**src/rtl/uart_tx_ctrl.sv**
```systemverilog
// uart_tx_ctrl: UART transmit frame sequencer.
// Latches a parallel word plus parity configuration, then walks the line
// through start, LSB-first data, optional parity and stop bits by driving
// the select of the downstream 5:1 output mux. The data serializer and
// parity generator live here as well.
// Optional feature: define UART_TX_PRESCALE_EN to add a Prescale input so
// that each bit time lasts Prescale CLK cycles (0 behaves as 1).
module uart_tx_ctrl #(
    parameter int DATA_WIDTH = 8
) (
    input  logic                  CLK,
    input  logic                  RST,
    input  logic [DATA_WIDTH-1:0] P_DATA,
    input  logic                  Data_Valid,
    input  logic                  PAR_EN,
    input  logic                  PAR_TYP,
`ifdef UART_TX_PRESCALE_EN
    input  logic [5:0]            Prescale,
`endif
    output logic [2:0]            Mux_Sel,
    output logic                  ser_data,
    output logic                  Par_Bit,
    output logic                  Busy
);

    localparam int CNT_W = $clog2(DATA_WIDTH);
    localparam logic [CNT_W-1:0] LAST_BIT = CNT_W'(DATA_WIDTH - 1);

    typedef enum logic [2:0] {
        S_IDLE   = 3'd0,
        S_START  = 3'd1,
        S_DATA   = 3'd2,
        S_PARITY = 3'd3,
        S_STOP   = 3'd4
    } state_t;

    state_t                r_state;
    state_t                w_next_state;
    logic [DATA_WIDTH-1:0] r_shift;
    logic [CNT_W-1:0]      r_bitcnt;
    logic                  r_par_en;
    logic                  r_par_bit;
    logic                  w_bit_end;
    logic                  w_last_bit;
    logic                  w_accept;

    assign w_last_bit = (r_bitcnt == LAST_BIT);

    // A request is taken when idle, or in the closing cycle of the stop bit
    // so that frames can be chained with no idle gap.
    assign w_accept = Data_Valid &&
                      ((r_state == S_IDLE) || ((r_state == S_STOP) && w_bit_end));

`ifdef UART_TX_PRESCALE_EN
    logic [5:0] r_presc;
    logic [5:0] r_tick;
    logic [5:0] w_presc_eff;

    assign w_presc_eff = (r_presc == 6'd0) ? 6'd1 : r_presc;
    assign w_bit_end   = (r_tick == (w_presc_eff - 6'd1));

    // Tick counter: divides CLK into bit times; rate frozen for the whole frame.
    always_ff @(posedge CLK) begin
        if (!RST) begin
            r_presc <= 6'd0;
            r_tick  <= 6'd0;
        end else if (w_accept) begin
            r_presc <= Prescale;
            r_tick  <= 6'd0;
        end else if (r_state != S_IDLE) begin
            r_tick  <= w_bit_end ? 6'd0 : (r_tick + 6'd1);
        end
    end
`else
    assign w_bit_end = 1'b1;
`endif

    // State register.
    always_ff @(posedge CLK) begin
        if (!RST) begin
            r_state <= S_IDLE;
        end else begin
            r_state <= w_next_state;
        end
    end

    // Next-state logic: every non-idle state advances only on a bit boundary.
    always_comb begin
        w_next_state = r_state;
        case (r_state)
            S_IDLE:   if (w_accept) w_next_state = S_START;
            S_START:  if (w_bit_end) w_next_state = S_DATA;
            S_DATA:   if (w_bit_end && w_last_bit)
                          w_next_state = r_par_en ? S_PARITY : S_STOP;
            S_PARITY: if (w_bit_end) w_next_state = S_STOP;
            S_STOP:   if (w_bit_end)
                          w_next_state = w_accept ? S_START : S_IDLE;
            default:  w_next_state = S_IDLE;
        endcase
    end

    // Output decode from the registered state only.
    always_comb begin
        Mux_Sel = 3'd4;
        Busy    = 1'b1;
        case (r_state)
            S_IDLE:   begin Mux_Sel = 3'd4; Busy = 1'b0; end
            S_START:  Mux_Sel = 3'd0;
            S_DATA:   Mux_Sel = 3'd2;
            S_PARITY: Mux_Sel = 3'd3;
            S_STOP:   Mux_Sel = 3'd1;
            default:  begin Mux_Sel = 3'd4; Busy = 1'b0; end
        endcase
    end

    // Word/config latch, serializer and bit counter. The final data bit is
    // not shifted out so ser_data holds its last value through parity/stop.
    always_ff @(posedge CLK) begin
        if (!RST) begin
            r_shift   <= '0;
            r_bitcnt  <= '0;
            r_par_en  <= 1'b0;
            r_par_bit <= 1'b0;
        end else if (w_accept) begin
            r_shift   <= P_DATA;
            r_bitcnt  <= '0;
            r_par_en  <= PAR_EN;
            r_par_bit <= (^P_DATA) ^ PAR_TYP;
        end else if ((r_state == S_DATA) && w_bit_end && !w_last_bit) begin
            r_shift   <= r_shift >> 1;
            r_bitcnt  <= r_bitcnt + CNT_W'(1);
        end
    end

    assign ser_data = r_shift[0];
    assign Par_Bit  = r_par_bit;

endmodule

```
**config.mk**
```make
export PLATFORM = sky130hd
export DESIGN_NAME = uart_tx_ctrl
export DESIGN_NICKNAME = d
export VERILOG_FILES = /design/src/rtl/uart_tx_ctrl.sv
export SDC_FILE = /design/constraint.sdc
export NUM_CORES = 1
export LEC_CHECK = 0
export ABC_CLOCK_PERIOD_IN_PS = 2000
export BUFFER_PORTS_ARGS = -buffer_cell sky130_fd_sc_hd__buf_2
export CORE_MARGIN = 4
export CORE_UTILIZATION = 51
export CTS_CLUSTER_DIAMETER = 200
export DETAILED_ROUTE_END_ITERATION = 10
export PLACE_DENSITY_LB_ADDON = 0.2
export REMOVE_ABC_BUFFERS = 1
export SYNTH_ARGS = -nofsm -noshare
export SYNTH_HDL_FRONTEND = slang
export SYNTH_SLANG_ARGS = --single-unit
```
**constraint.sdc**
```tcl
create_clock -name CLK -period 2 [get_ports CLK]
set_input_delay 0.4 -clock CLK [delete_from_list [all_inputs] [get_ports CLK]]
set_output_delay 0.4 -clock CLK [all_outputs]
set_load 0.01 [all_outputs]
```
==> impl_metrics.py <==
metrics = {
    "run_status": {
        "status": "complete, no violations",
    },
    "synth": {
        "async_flop_share": 0,
        "syn_avg_cell_area_sq_um": 8.892,
        "synth-seq-cells": 16,
        "synthXorXnorAreaFrac": 0.1003,
        "synth_cells": 94,
        "synth.area.mux_share": 0.04790,
        "ys_types": 29,
        "syn_area_sq_um": 835.8,
        "synth_edf_count": 0,
        "synthAdderAreaFrac": 0.02994,
        "synth_top_family_by_area": "simple AND/OR/NAND/NOR gates",
        "synth_simple_gate_area_frac": 0.2186,
        "synth_compound_area_frac": 0.1452,
        "ys_top_cells_by_area": "dfxtp_1, nor2_1, o221ai_1, xnor2_1, mux2i_1",
        "yosys.area.top_type_share": 0.3832,
        "yosys.area.top_type": "dfxtp_1",
        "yosysSeqAreaShare": 0.3832,
        "ys_warn_count": 0,
        "synth-main-ff-cell": "dfxtp_1",
    },
    "min_path": {
        "hold_class": "in -> reg",
        "min_from": "PAR_EN",
        "min_delay_path_depth": 3,
        "min_to": "r_par_en$_SDFFE_PN0N_",
    },
    "sta": {
        "rsz0062_at_grt": "false",
        "worst_pin_slew_ns": 0.4541,
        "min_period_ns": 1.798,
        "hold_violations": 0,
        "skew_ns": 0.004889,
        "setup_tns_ns": 0,
        "max_freq_ghz": 0.5563,
        "period_share": 0.8988,
        "slew_viol_final": 0,
        "finalSetupViolCount": 0,
        "slew_headroom": 0.6966,
    },
    "finish": {
        "post-route-util": 0.6158,
        "multiInputGateArea_sq_um": 452.9,
        "final_cell_mix": "buf_2, nor2_1, dfxtp_1",
        "n_fill_cell": 147,
        "layout_commonest_cell": "buf_2",
        "antennaDiodeCount": 0,
        "regArea_sq_um": 320.3,
        "finalNetCount": 127,
        "drive_gt1_frac": 0.2342,
        "area_growth_pct": 12.28,
        "final_cells": 127,
    },
    "grt": {
        "grt_antenna_before_repair": 0,
        "grt_max_degree": 16,
        "overflow": 0,
        "grt_pass1_vias": 613,
        "grt_usage": 0.1365,
        "grt_pass1_wl_mm": 2.677,
    },
    "power_and_ir_drop": {
        "vdd_drop_max_uv": 755.3,
        "powerDensity_nw_per_um2": 1209,
        "p_leak_uw": 0.0004387,
        "finalPower_uw": 1135,
    },
    "placed_design": {
        "place_inst": 123,
        "routabilityCongestion": 0.8053,
        "dp_hpwl_mm": 1.162,
        "port_buffers": 18,
    },
    "flow_run": {
        "cap_violations": 0,
    },
    "setup_path": {
        "r2r_start": "r_bitcnt[0]$_SDFFE_PP0P_",
        "reg2reg_depth": 6,
        "critPathMaxFanout": 12,
        "crit_type": "reg -> reg",
        "crit_arrival_ns": 1.99,
        "r2r_setup_slack_ns": 0.20,
        "start_kind": "flop",
        "startpoint": "r_bitcnt[0]$_SDFFE_PP0P_",
        "r2r-end": "r_shift[5]$_SDFFE_PN0P_",
        "crit_required_ns": 2.19,
        "end_kind": "flop",
    },
    "routing": {
        "ant_nets": 0,
        "dr.pass1.iters": 4,
        "drc": 0,
        "finalWirelength_mm": 1.526,
        "drt-vias-per-instance": 5.386,
        "route.vias.total": 684,
        "drtIter0Drc": 8,
        "wl_per_cell_um": 12.02,
    },
    "clock_tree": {
        "cts_buffer_depth": 2,
        "clkTransAtPathRegs_ns": 0.10,
        "clock_sinks": 16,
        "cts_tree": "done",
        "clk_latency_ns": 0.29,
        "post-cts-setup-buffer-count": 0,
        "htreeDepth": 1,
        "cts_inserted_buffers": 3,
        "hold_buffers": 0,
        "cts_resized": 0,
        "root_buffer": "clkbuf_4",
    },
    "die": {
        "die_w_um": 48.48,
        "rows": 14,
        "pin_count": 19,
        "chipHeight_um": 48.48,
        "coreArea_sq_um": 1524,
        "start_util": 0.5484,
        "dieArea_sq_um": 2350,
    },
}
[per-stage QoR]
stage               hold WS [ns]  cell area, sq um  worst slack [ns]
finish                    0.3421             938.4            0.2024
global route              0.3826             938.4            0.1336
CTS                       0.3417             938.4            0.2051
detailed placement        0.4650             902.1            0.2184
global placement          0.4521             902.1            0.2646
floorplan                 0.4396             792.0            0.3057
[report_power, final]
group | total [uW] | switching (uW) | internal [uW]
Combinational | 436 | 238 | 198
Clock | 217 | 107 | 111
Sequential | 481 | 76.4 | 404
Total | 1130 | 421 | 713
[flip-flops by register name, summed over array words and instances, names as in the netlist]
name,flops
Par_Bit,1
r_bitcnt,3
r_par_en,1
r_shift,8
r_state,3
[metal layers]
| layer | share of wire | vias to the layer above | track usage | routed length [um] |
|---|---|---|---|---|
| met5 | 0 | - | 0 | 0 |
| li1 | - | 359 | - | - |
| met2 | 0.46 | 20 | 0.2109 | 704 |
| met3 | 0.071 | 4 | 0.02761 | 108 |
| met4 | 0.010 | 0 | 0.05381 | 16 |
| met1 | 0.46 | 301 | 0.1851 | 696 |
[cell usage after synthesis, drive strengths merged, types with 2 or more instances]
cell and n:
o21ai 3, nor3 2, xor2 2, xnor2 5, o221ai 6, a21oi 3, inv 5, a21boi 2
mux2i 4, ha 2, nand2 8, dfxtp 16, buf 5, nand3 2, nor2 18
[cell families after synthesis]
kind of cell / after synthesis
and+or+nand+nor: 38
AOI/OAI and AO/OA: 16
DFF: 16
buffers and inverters: 10
xor gates and xnor gates: 8
muxes: 4
adders and majority gates: 2
[area by class of cell]
type,count,share of cell area
clock buffers,4,0.03867
well taps,16,0.02133
inverters,5,0.02000
repair buffers,18,0.09600
flip-flops and latches,16,0.3413
multi-input cells,68,0.4827
[worst max-delay path, stage by stage (launching register included)]
cell and delay, ns:
dfxtp_1 0.34, ha_1 0.20, ha_1 0.19, or4b_4 0.60
mux2i_1 0.19, nand2_1 0.06, o211a_1 0.13
[worst max-delay path by stage]
stage                                   end  slack (ns)  depth (start not counted)
global placement    r_shift[5]$_SDFFE_PN0P_        0.26                          6
global route        r_shift[2]$_SDFFE_PN0P_        0.13                          6
finish              r_shift[5]$_SDFFE_PN0P_        0.20                          6
floorplan           r_shift[5]$_SDFFE_PN0P_        0.31                          6
CTS                 r_shift[5]$_SDFFE_PN0P_        0.21                          6
detailed placement  r_shift[5]$_SDFFE_PN0P_        0.22                          6
(Power assumes the default switching activity.)
